--- src/rtl/tank_key_ctrl.sv ---
// Keyboard front end for a two-player tank game: turns PS2 make/break codes into
// per-player direction, move and rate-limited fire outputs plus a pause toggle.
// Build option TANK_KEY_AUTOFIRE_EN: a held fire key re-fires once per FIRE_PERIOD.
module tank_key_ctrl #(
   parameter int FIRE_PERIOD = 25000000
) (
   input  logic       clk_100mhz,
   input  logic       rst,
   input  logic [7:0] ascii,
   input  logic       press,
   output logic [1:0] p1_dir,
   output logic       p1_move,
   output logic       p1_fire,
   output logic [1:0] p2_dir,
   output logic       p2_move,
   output logic       p2_fire,
   output logic       paused
);

   localparam logic [7:0] K_W     = 8'h77;
   localparam logic [7:0] K_S     = 8'h73;
   localparam logic [7:0] K_A     = 8'h61;
   localparam logic [7:0] K_D     = 8'h64;
   localparam logic [7:0] K_SPACE = 8'h20;
   localparam logic [7:0] K_I     = 8'h69;
   localparam logic [7:0] K_K     = 8'h6B;
   localparam logic [7:0] K_J     = 8'h6A;
   localparam logic [7:0] K_L     = 8'h6C;
   localparam logic [7:0] K_ENTER = 8'h0D;
   localparam logic [7:0] K_P     = 8'h70;

   localparam logic [24:0] COOL_RELOAD = 25'(FIRE_PERIOD - 1);

   function automatic logic is_p1_dir(input logic [7:0] c);
      return (c == K_W) || (c == K_S) || (c == K_A) || (c == K_D);
   endfunction

   function automatic logic is_p2_dir(input logic [7:0] c);
      return (c == K_I) || (c == K_K) || (c == K_J) || (c == K_L);
   endfunction

   // Both players share the same physical layout, so one decode serves both.
   function automatic logic [1:0] dir_code(input logic [7:0] c);
      logic [1:0] d;
      case (c)
         K_W, K_I: d = 2'b00;
         K_S, K_K: d = 2'b01;
         K_A, K_J: d = 2'b10;
         default:  d = 2'b11;
      endcase
      return d;
   endfunction

   function automatic logic is_mapped(input logic [7:0] c);
      return is_p1_dir(c) || is_p2_dir(c) || (c == K_SPACE) || (c == K_ENTER) || (c == K_P);
   endfunction

   logic        prev_press;
   logic [7:0]  prev_ascii;
   logic [7:0]  last_key;
   logic        p1_move_held;
   logic        p2_move_held;
   logic [24:0] p1_cool;
   logic [24:0] p2_cool;

   logic        press_evt;
   logic        release_evt;
   logic [7:0]  nxt_last_key;
   logic        nxt_p1_move_held;
   logic        nxt_p2_move_held;
   logic [1:0]  nxt_p1_dir;
   logic [1:0]  nxt_p2_dir;
   logic        nxt_paused;
   logic        p1_fire_req;
   logic        p2_fire_req;
   logic        nxt_p1_fire;
   logic        nxt_p2_fire;
   logic [24:0] nxt_p1_cool;
   logic [24:0] nxt_p2_cool;

`ifdef TANK_KEY_AUTOFIRE_EN
   logic        p1_fire_held;
   logic        p2_fire_held;
   logic        nxt_p1_fire_held;
   logic        nxt_p2_fire_held;
`endif

   assign press_evt   = press && (!prev_press || (ascii != prev_ascii));
   assign release_evt = prev_press && !press;

   always_comb begin
      nxt_last_key     = last_key;
      nxt_p1_move_held = p1_move_held;
      nxt_p2_move_held = p2_move_held;
      nxt_p1_dir       = p1_dir;
      nxt_p2_dir       = p2_dir;
      nxt_paused       = paused;
`ifdef TANK_KEY_AUTOFIRE_EN
      nxt_p1_fire_held = p1_fire_held;
      nxt_p2_fire_held = p2_fire_held;
`endif
      if (press_evt) begin
         if (is_p1_dir(ascii)) begin
            nxt_p1_dir       = dir_code(ascii);
            nxt_p1_move_held = 1'b1;
         end
         if (is_p2_dir(ascii)) begin
            nxt_p2_dir       = dir_code(ascii);
            nxt_p2_move_held = 1'b1;
         end
         if (ascii == K_P)
            nxt_paused = !paused;
`ifdef TANK_KEY_AUTOFIRE_EN
         if (ascii == K_SPACE)
            nxt_p1_fire_held = 1'b1;
         if (ascii == K_ENTER)
            nxt_p2_fire_held = 1'b1;
`endif
         if (is_mapped(ascii))
            nxt_last_key = ascii;
      end else if (release_evt) begin
         // Only the most recently pressed key is known to be released.
         if (is_p1_dir(last_key))
            nxt_p1_move_held = 1'b0;
         if (is_p2_dir(last_key))
            nxt_p2_move_held = 1'b0;
`ifdef TANK_KEY_AUTOFIRE_EN
         if (last_key == K_SPACE)
            nxt_p1_fire_held = 1'b0;
         if (last_key == K_ENTER)
            nxt_p2_fire_held = 1'b0;
`endif
         nxt_last_key = 8'h00;
      end
   end

`ifdef TANK_KEY_AUTOFIRE_EN
   assign p1_fire_req = (press_evt && (ascii == K_SPACE)) || nxt_p1_fire_held;
   assign p2_fire_req = (press_evt && (ascii == K_ENTER)) || nxt_p2_fire_held;
`else
   assign p1_fire_req = press_evt && (ascii == K_SPACE);
   assign p2_fire_req = press_evt && (ascii == K_ENTER);
`endif

   // Cooldown keeps running while paused; requests during cooldown are dropped.
   always_comb begin
      nxt_p1_fire = 1'b0;
      nxt_p1_cool = p1_cool;
      if (p1_fire_req && (p1_cool == 25'd0) && !nxt_paused) begin
         nxt_p1_fire = 1'b1;
         nxt_p1_cool = COOL_RELOAD;
      end else if (p1_cool != 25'd0) begin
         nxt_p1_cool = p1_cool - 25'd1;
      end
   end

   always_comb begin
      nxt_p2_fire = 1'b0;
      nxt_p2_cool = p2_cool;
      if (p2_fire_req && (p2_cool == 25'd0) && !nxt_paused) begin
         nxt_p2_fire = 1'b1;
         nxt_p2_cool = COOL_RELOAD;
      end else if (p2_cool != 25'd0) begin
         nxt_p2_cool = p2_cool - 25'd1;
      end
   end

   always_ff @(posedge clk_100mhz) begin
      if (rst) begin
         prev_press   <= 1'b0;
         prev_ascii   <= 8'h00;
         last_key     <= 8'h00;
         p1_move_held <= 1'b0;
         p2_move_held <= 1'b0;
         p1_cool      <= 25'd0;
         p2_cool      <= 25'd0;
         p1_dir       <= 2'b00;
         p2_dir       <= 2'b00;
         p1_move      <= 1'b0;
         p2_move      <= 1'b0;
         p1_fire      <= 1'b0;
         p2_fire      <= 1'b0;
         paused       <= 1'b0;
`ifdef TANK_KEY_AUTOFIRE_EN
         p1_fire_held <= 1'b0;
         p2_fire_held <= 1'b0;
`endif
      end else begin
         prev_press   <= press;
         prev_ascii   <= ascii;
         last_key     <= nxt_last_key;
         p1_move_held <= nxt_p1_move_held;
         p2_move_held <= nxt_p2_move_held;
         p1_cool      <= nxt_p1_cool;
         p2_cool      <= nxt_p2_cool;
         p1_dir       <= nxt_p1_dir;
         p2_dir       <= nxt_p2_dir;
         p1_move      <= nxt_p1_move_held && !nxt_paused;
         p2_move      <= nxt_p2_move_held && !nxt_paused;
         p1_fire      <= nxt_p1_fire;
         p2_fire      <= nxt_p2_fire;
         paused       <= nxt_paused;
`ifdef TANK_KEY_AUTOFIRE_EN
         p1_fire_held <= nxt_p1_fire_held;
         p2_fire_held <= nxt_p2_fire_held;
`endif
      end
   end

endmodule

--- config.mk ---
export PLATFORM = sky130hd
export DESIGN_NAME = tank_key_ctrl
export DESIGN_NICKNAME = d
export VERILOG_FILES = /design/src/rtl/tank_key_ctrl.sv
export SDC_FILE = /design/constraint.sdc
export NUM_CORES = 1
export LEC_CHECK = 0
export CAP_MARGIN = 5
export CORE_ASPECT_RATIO = 1.5
export CORE_MARGIN = 3
export CORE_UTILIZATION = 40
export DETAILED_ROUTE_END_ITERATION = 16
export SETUP_SLACK_MARGIN = 0.15
export SYNTH_ARGS = -nofsm -noshare
export SYNTH_HDL_FRONTEND = slang
export SYNTH_SLANG_ARGS = --single-unit
export TNS_END_PERCENT = 5
--- constraint.sdc ---
create_clock -name clk_100mhz -period 4.8 [get_ports clk_100mhz]
set_input_delay 1.2 -clock clk_100mhz [delete_from_list [all_inputs] [get_ports clk_100mhz]]
set_output_delay 1.2 -clock clk_100mhz [all_outputs]
set_load 0.01 [all_outputs]
==> results of run 1 <==
[critical path, stage by stage]
cell and delay, ps:
clkdlybuf4s50_1 620, or4b_1 660, nor3_1 330, inv_1 60
or3_1 450, nand2_1 270, nor2_1 80
[layer usage]
layer / track usage / part of all wire / vias to the layer above
met5: 0 / 0 / -
met4: 0.06436 / 0.018 / 0
met3: 0.03177 / 0.030 / 11
met2: 0.2890 / 0.50 / 42
met1: 0.1897 / 0.46 / 1466
li1: - / - / 1557
[layout make-up]
cell class,count,area (sq um),share of cell area
clock buffer,13,260.3,0.06064
clock inverter,3,42.54,0.009913
inverter,12,45.04,0.01050
multi-input combinational,324,2017,0.4700
sequential,78,1562,0.3638
tap,110,137.6,0.03207
timing repair buffer,24,227.7,0.05306
[cells by family after synthesis]
| group | Yosys count | synth area share |
|---|---|---|
| flip-flops | 78 | 0.4229 |
| buffers and inverters | 30 | 0.03083 |
| XOR/XNOR | 56 | 0.1328 |
| adder cells (fa/ha/maj) | 4 | 0.01356 |
| AND/OR/NAND/NOR | 188 | 0.2796 |
| AO/OA/AOI/OAI | 75 | 0.1176 |
| multiplexers | 1 | 0.002711 |
[cell usage in the layout, fill, tap and decap left out, types with 3 or more instances in the layout]
cell type / synthesis / layout
clkbuf_16: 0 / 9
or4_1: 7 / 7
or3_1: 7 / 7
clkdlybuf4s50_1: 0 / 19
inv_1: 12 / 12
ha_1: 4 / 4
o41ai_1: 3 / 3
a21oi_1: 18 / 18
nor4_1: 11 / 11
nand3_1: 22 / 22
nor3_1: 19 / 19
dfxtp_1: 78 / 78
nor2_1: 42 / 42
nor4b_1: 3 / 3
xnor2_1: 34 / 34
a31oi_1: 5 / 5
nand4b_1: 4 / 4
xor2_1: 22 / 22
nand3b_1: 6 / 6
and2_1: 5 / 5
nand4_1: 7 / 7
nand2_1: 28 / 28
nor2b_1: 10 / 10
o21ai_0: 35 / 35
buf_4: 0 / 5
[registers in the layout (all words and copies together), names as in the netlist, 2 cells and up]
name        count
last_key        8
p1_dir          2
prev_ascii      8
p1_cool        25
p2_dir          2
p2_cool        25
[through the flow]
stage	instance area, sq um	cells	power (mW)	util	setup slack, ps
after CTS	4292	564	3.120	0.4804	1352
after global placement	3989	548	2.397	0.4465	1072
final	4292	564	3.106	0.4804	1334
after detailed placement	3989	548	2.418	0.4465	1007
after global routing	4292	564	3.355	0.4804	1146
after floorplan	3692	432	2.135	-	1742
[worst paths after layout]
check	slack (ps)	startpoint	to	cells past startpoint
max	1330	ascii[0]	p1_cool[23]	7
min	460	last_key[7]	last_key[7]	2
max reg2reg	2080	p1_cool[8]	p1_cool[19]	7
min reg2reg	460	last_key[7]	last_key[7]	2
[power by group]
part           internal (mW)  switching, mW
registers              0.835          0.176
logic                  0.616          0.792
clock network          0.431          0.257
==> results.sh, run 1 <==
export IMPL_cts_root_buf="clkbuf_16"
export IMPL_netlist_top_cells_count="78 x dfxtp_1, 42 x nor2_1, 35 x o21ai_0"
export IMPL_synth_edff_count=0
export IMPL_worstMarginPinSlew_ps=951.5
export IMPL_cp_required_ps=5010
export IMPL_post_cts_repair_setup_buffers=0
export IMPL_slew_headroom=0.3557
export IMPL_synth_nets=447
export IMPL_n_fill_cell=882
export IMPL_async_flop_share=0
export IMPL_place_congestion=0.8032
export IMPL_endpoint_kind="flip-flop"
export IMPL_drive_gt1_frac=0.05727
export IMPL_fin_nets=464
export IMPL_dp_hpwl_mm=5.571
export IMPL_drt_iter0_drc=212
export IMPL_rows=42
export IMPL_cp_start_kind="input pin"
export IMPL_syn_area_sq_mm=0.003692
export IMPL_post_route_drc_count=0
export IMPL_hold_viol_final=0
export IMPL_cts_sinks=78
export IMPL_hold_class="flip-flop to flip-flop"
export IMPL_setup_violations=0
export IMPL_post_synth_top_count_cell="dfxtp_1"
export IMPL_antenna_cells=0
export IMPL_synthCells=432
export IMPL_drt_total_wl_mm=8.029
export IMPL_peakVddDrop_uv=322.4
export IMPL_netlist_top_cells_area="dfxtp_1 42%, xnor2_1 8.1%, xor2_1 5.2%, o21ai_0 4.7%, nor2_1 4.3%"
export IMPL_max_freq_mhz=288.5
export IMPL_die_area_sq_mm=0.01044
export IMPL_syn_to_final_growth_pct=16.23
export IMPL_avgSynthCellArea_sq_um=8.547
export IMPL_skew_ps=5.421
export IMPL_leakagePower_nw=1.556
export IMPL_clk_path_buf_depth=2
export IMPL_ios=20
export IMPL_die_h_um=123.7
export IMPL_clk_pin_slew_worst_paths_ps=60
export IMPL_rsz0062_at_grt="no"
export IMPL_synth_top_cell_area_share=0.4229
export IMPL_setup_tns_ps=0
export IMPL_drtAntennaViolNets=0
export IMPL_drv_cap=0
export IMPL_hold_ws_ps=457.3
export IMPL_cp_max_fo=12
export IMPL_synthDistinctLibCells=50
export IMPL_grt_pass1_vias=2914
export IMPL_wl_per_cell_um=14.24
export IMPL_die_w_um=84.45
export IMPL_fin_crit_ps=3466
export IMPL_vias_per_cell=5.454
export IMPL_p_per_area_mw_per_mm2=723.8
export IMPL_synth_flop_cell="dfxtp_1"
export IMPL_yosysTopAreaCell="dfxtp_1"
export IMPL_vias=3076
export IMPL_insertion_delay_ps=330
export IMPL_hold_buffers=0
export IMPL_start_util=0.4133
export IMPL_crit_arrival_ps=3680
export IMPL_yosysWarnings=0
export IMPL_grt_overflow_total=0
export IMPL_ys_seq_area_frac=0.4229
export IMPL_antenna_found_initial=0
export IMPL_cts_tree="built"
export IMPL_slew_violations=0
export IMPL_grt_first_pass_wirelength_mm=13.63
export IMPL_core_sq_mm=0.008934
export IMPL_final_period_utilization=0.7221
export IMPL_ctsResizeCount=0
export IMPL_status="completed"
export IMPL_numPortBuffers=19
export IMPL_cts_buffers=9
export IMPL_drt_pre_antenna_iters=4
export IMPL_synth_seq_cells=78
export IMPL_grt_max_degree=49
export IMPL_gr_usage_all_layers=0.1616
export IMPL_h_tree_depth=3
export IMPL_worstSetupPathType="input pin to flip-flop"
No activity file was read; power rests on OpenSTA's default activity.
==> run 2: changes to the inputs <==
==> constraint.sdc (replaced) <==
create_clock -name clk_100mhz -period 3.05 [get_ports clk_100mhz]
set_input_delay 0.7625 -clock clk_100mhz [delete_from_list [all_inputs] [get_ports clk_100mhz]]
set_output_delay 0.7625 -clock clk_100mhz [all_outputs]
set_load 0.01 [all_outputs]
==> run 2 against run 1 <==
Effect of this change: global-route usage rose by 0.41 points; worst setup slack got worse by 880 ps; largest power group unchanged; die area did not move; flip-flop and latch count did not move; highest routed layer unchanged; utilization rose by 1.4 points; non-clock buffer count rose by 14.
==> results.sh, run 2 (synthesized netlist as in run 1, its figures left out) <==
export IMPL_rsz0062_at_grt="no"
export IMPL_power_mw=4.963
export IMPL_cts_sinks=78
export IMPL_dp_hpwl_mm=5.911
export IMPL_worstSetupPathType="input pin to flip-flop"
export IMPL_vias=3130
export IMPL_setup_violations=0
export IMPL_final_cell_mix="78 x dfxtp_1, 42 x nor2_1, 35 x o21ai_0"
export IMPL_cts_root_buf="clkbuf_16"
export IMPL_reg_top3="p1_cool (25), p2_cool (25)"
export IMPL_fin_nets=478
export IMPL_hold_class="flip-flop to flip-flop"
export IMPL_antenna_cells=0
export IMPL_cts_tree="built"
export IMPL_crit_arrival_ps=2810
export IMPL_worstMarginPinSlew_ps=633.0
export IMPL_place_congestion=0.7917
export IMPL_status="completed"
export IMPL_grt_first_pass_wirelength_mm=13.81
export IMPL_post_cts_repair_setup_buffers=0
export IMPL_die_area_sq_mm=0.01044
export IMPL_fin_crit_ps=2598
export IMPL_clk_pin_slew_worst_paths_ps=60
export IMPL_layout_commonest_cell="dfxtp_1"
export IMPL_max_freq_mhz=384.9
export IMPL_peakVddDrop_uv=470.8
export IMPL_drive_gt1_frac=0.08761
export IMPL_antenna_found_initial=0
export IMPL_post_route_util=0.4947
export IMPL_cts_buffers=9
export IMPL_syn_to_final_growth_pct=19.69
export IMPL_drv_cap=0
export IMPL_gr_usage_all_layers=0.1657
export IMPL_leakagePower_nw=1.626
export IMPL_cp_start_kind="input pin"
export IMPL_skew_ps=3.766
export IMPL_final_period_utilization=0.8519
export IMPL_endpoint_kind="flip-flop"
export IMPL_hold_buffers=0
export IMPL_vias_per_cell=5.415
export IMPL_drtAntennaViolNets=0
export IMPL_grt_max_degree=26
export IMPL_slew_violations=0
export IMPL_ios=20
export IMPL_die_w_um=84.45
export IMPL_hold_viol_final=0
export IMPL_ctsResizeCount=0
export IMPL_numPortBuffers=19
export IMPL_post_route_drc_count=0
export IMPL_h_tree_depth=3
export IMPL_wl_per_cell_um=14.16
export IMPL_grt_overflow_total=0
export IMPL_clk_path_buf_depth=2
export IMPL_n_fill_cell=880
export IMPL_cp_required_ps=3270
export IMPL_rows=42
export IMPL_start_util=0.4133
export IMPL_grt_pass1_vias=2932
export IMPL_slew_headroom=0.5741
export IMPL_drt_total_wl_mm=8.187
export IMPL_drt_pre_antenna_iters=5
export IMPL_die_h_um=123.7
export IMPL_drt_iter0_drc=190
export IMPL_core_sq_mm=0.008934
export IMPL_insertion_delay_ps=330
export IMPL_cp_max_fo=8
export IMPL_p_per_area_mw_per_mm2=1123
export IMPL_setup_tns_ps=0
## run 2: changes by cell type in the layout (fill, tap and decap cells not counted)
cell,previous run,this run
bufinv_16,1,2
buf_4,5,19
clkinvlp_4,1,3
clkinv_2,1,0
clkbuf_1,2,1
clkbuf_8,2,1
## run 2: where the power goes
part	switching (mW)	total, mW	internal [mW]
clock network	0.407	1.15	0.738
logic	1.24	2.22	0.989
registers	0.279	1.59	1.31
total	1.92	4.96	3.04
## run 2: final cells by class
cell class / count / area [sq um] / area share
flip-flops and latches: 78 / 1562 / 0.3533
clock buffers: 11 / 242.7 / 0.05493
inverters: 12 / 45.04 / 0.01019
repair buffers: 38 / 332.8 / 0.07531
well taps: 110 / 137.6 / 0.03114
clock inverters: 5 / 82.58 / 0.01869
multi-input cells: 324 / 2017 / 0.4564
## run 2: worst paths after layout
| check | start | slack [ps] | to | depth (start not counted) |
|---|---|---|---|---|
| setup / recovery | ascii[4] | 450 | p2_cool[9] | 8 |
| hold / removal | last_key[7] | 460 | last_key[7] | 2 |
| setup reg to reg | p2_cool[11] | 540 | p2_cool[13] | 6 |
| hold reg to reg | last_key[7] | 460 | last_key[7] | 2 |
## run 2: worst max-delay path, cell delays in order
cell and delay [ps]:
clkdlybuf4s50_1 430, or4_1 540, nor3_1 270, buf_4 170, nand4_1 60, or2_1 250
nand2_1 240, nor2_1 90
## run 2: per-layer routing
layer	track usage	up-vias	wire length (um)
li1	-	1584	-
met1	0.1825	1482	3373
met2	0.3009	52	4390
met3	0.04699	12	266
met4	0.06436	0	156
met5	0	-	0
## run 2: stage by stage
step / cell area [sq um] / hold WS [ps] / setup slack (ps) / std cells
2_1_floorplan: 3692 / 423.8 / 429.0 / 432
3_3_place_gp: 4094 / 437.5 / 39.43 / 562
3_5_place_dp: 4094 / 441.8 / 65.87 / 562
4_1_cts: 4419 / 458.5 / 420.9 / 578
5_1_grt: 4419 / 484.3 / 218.2 / 578
6_report: 4419 / 455.3 / 451.8 / 578
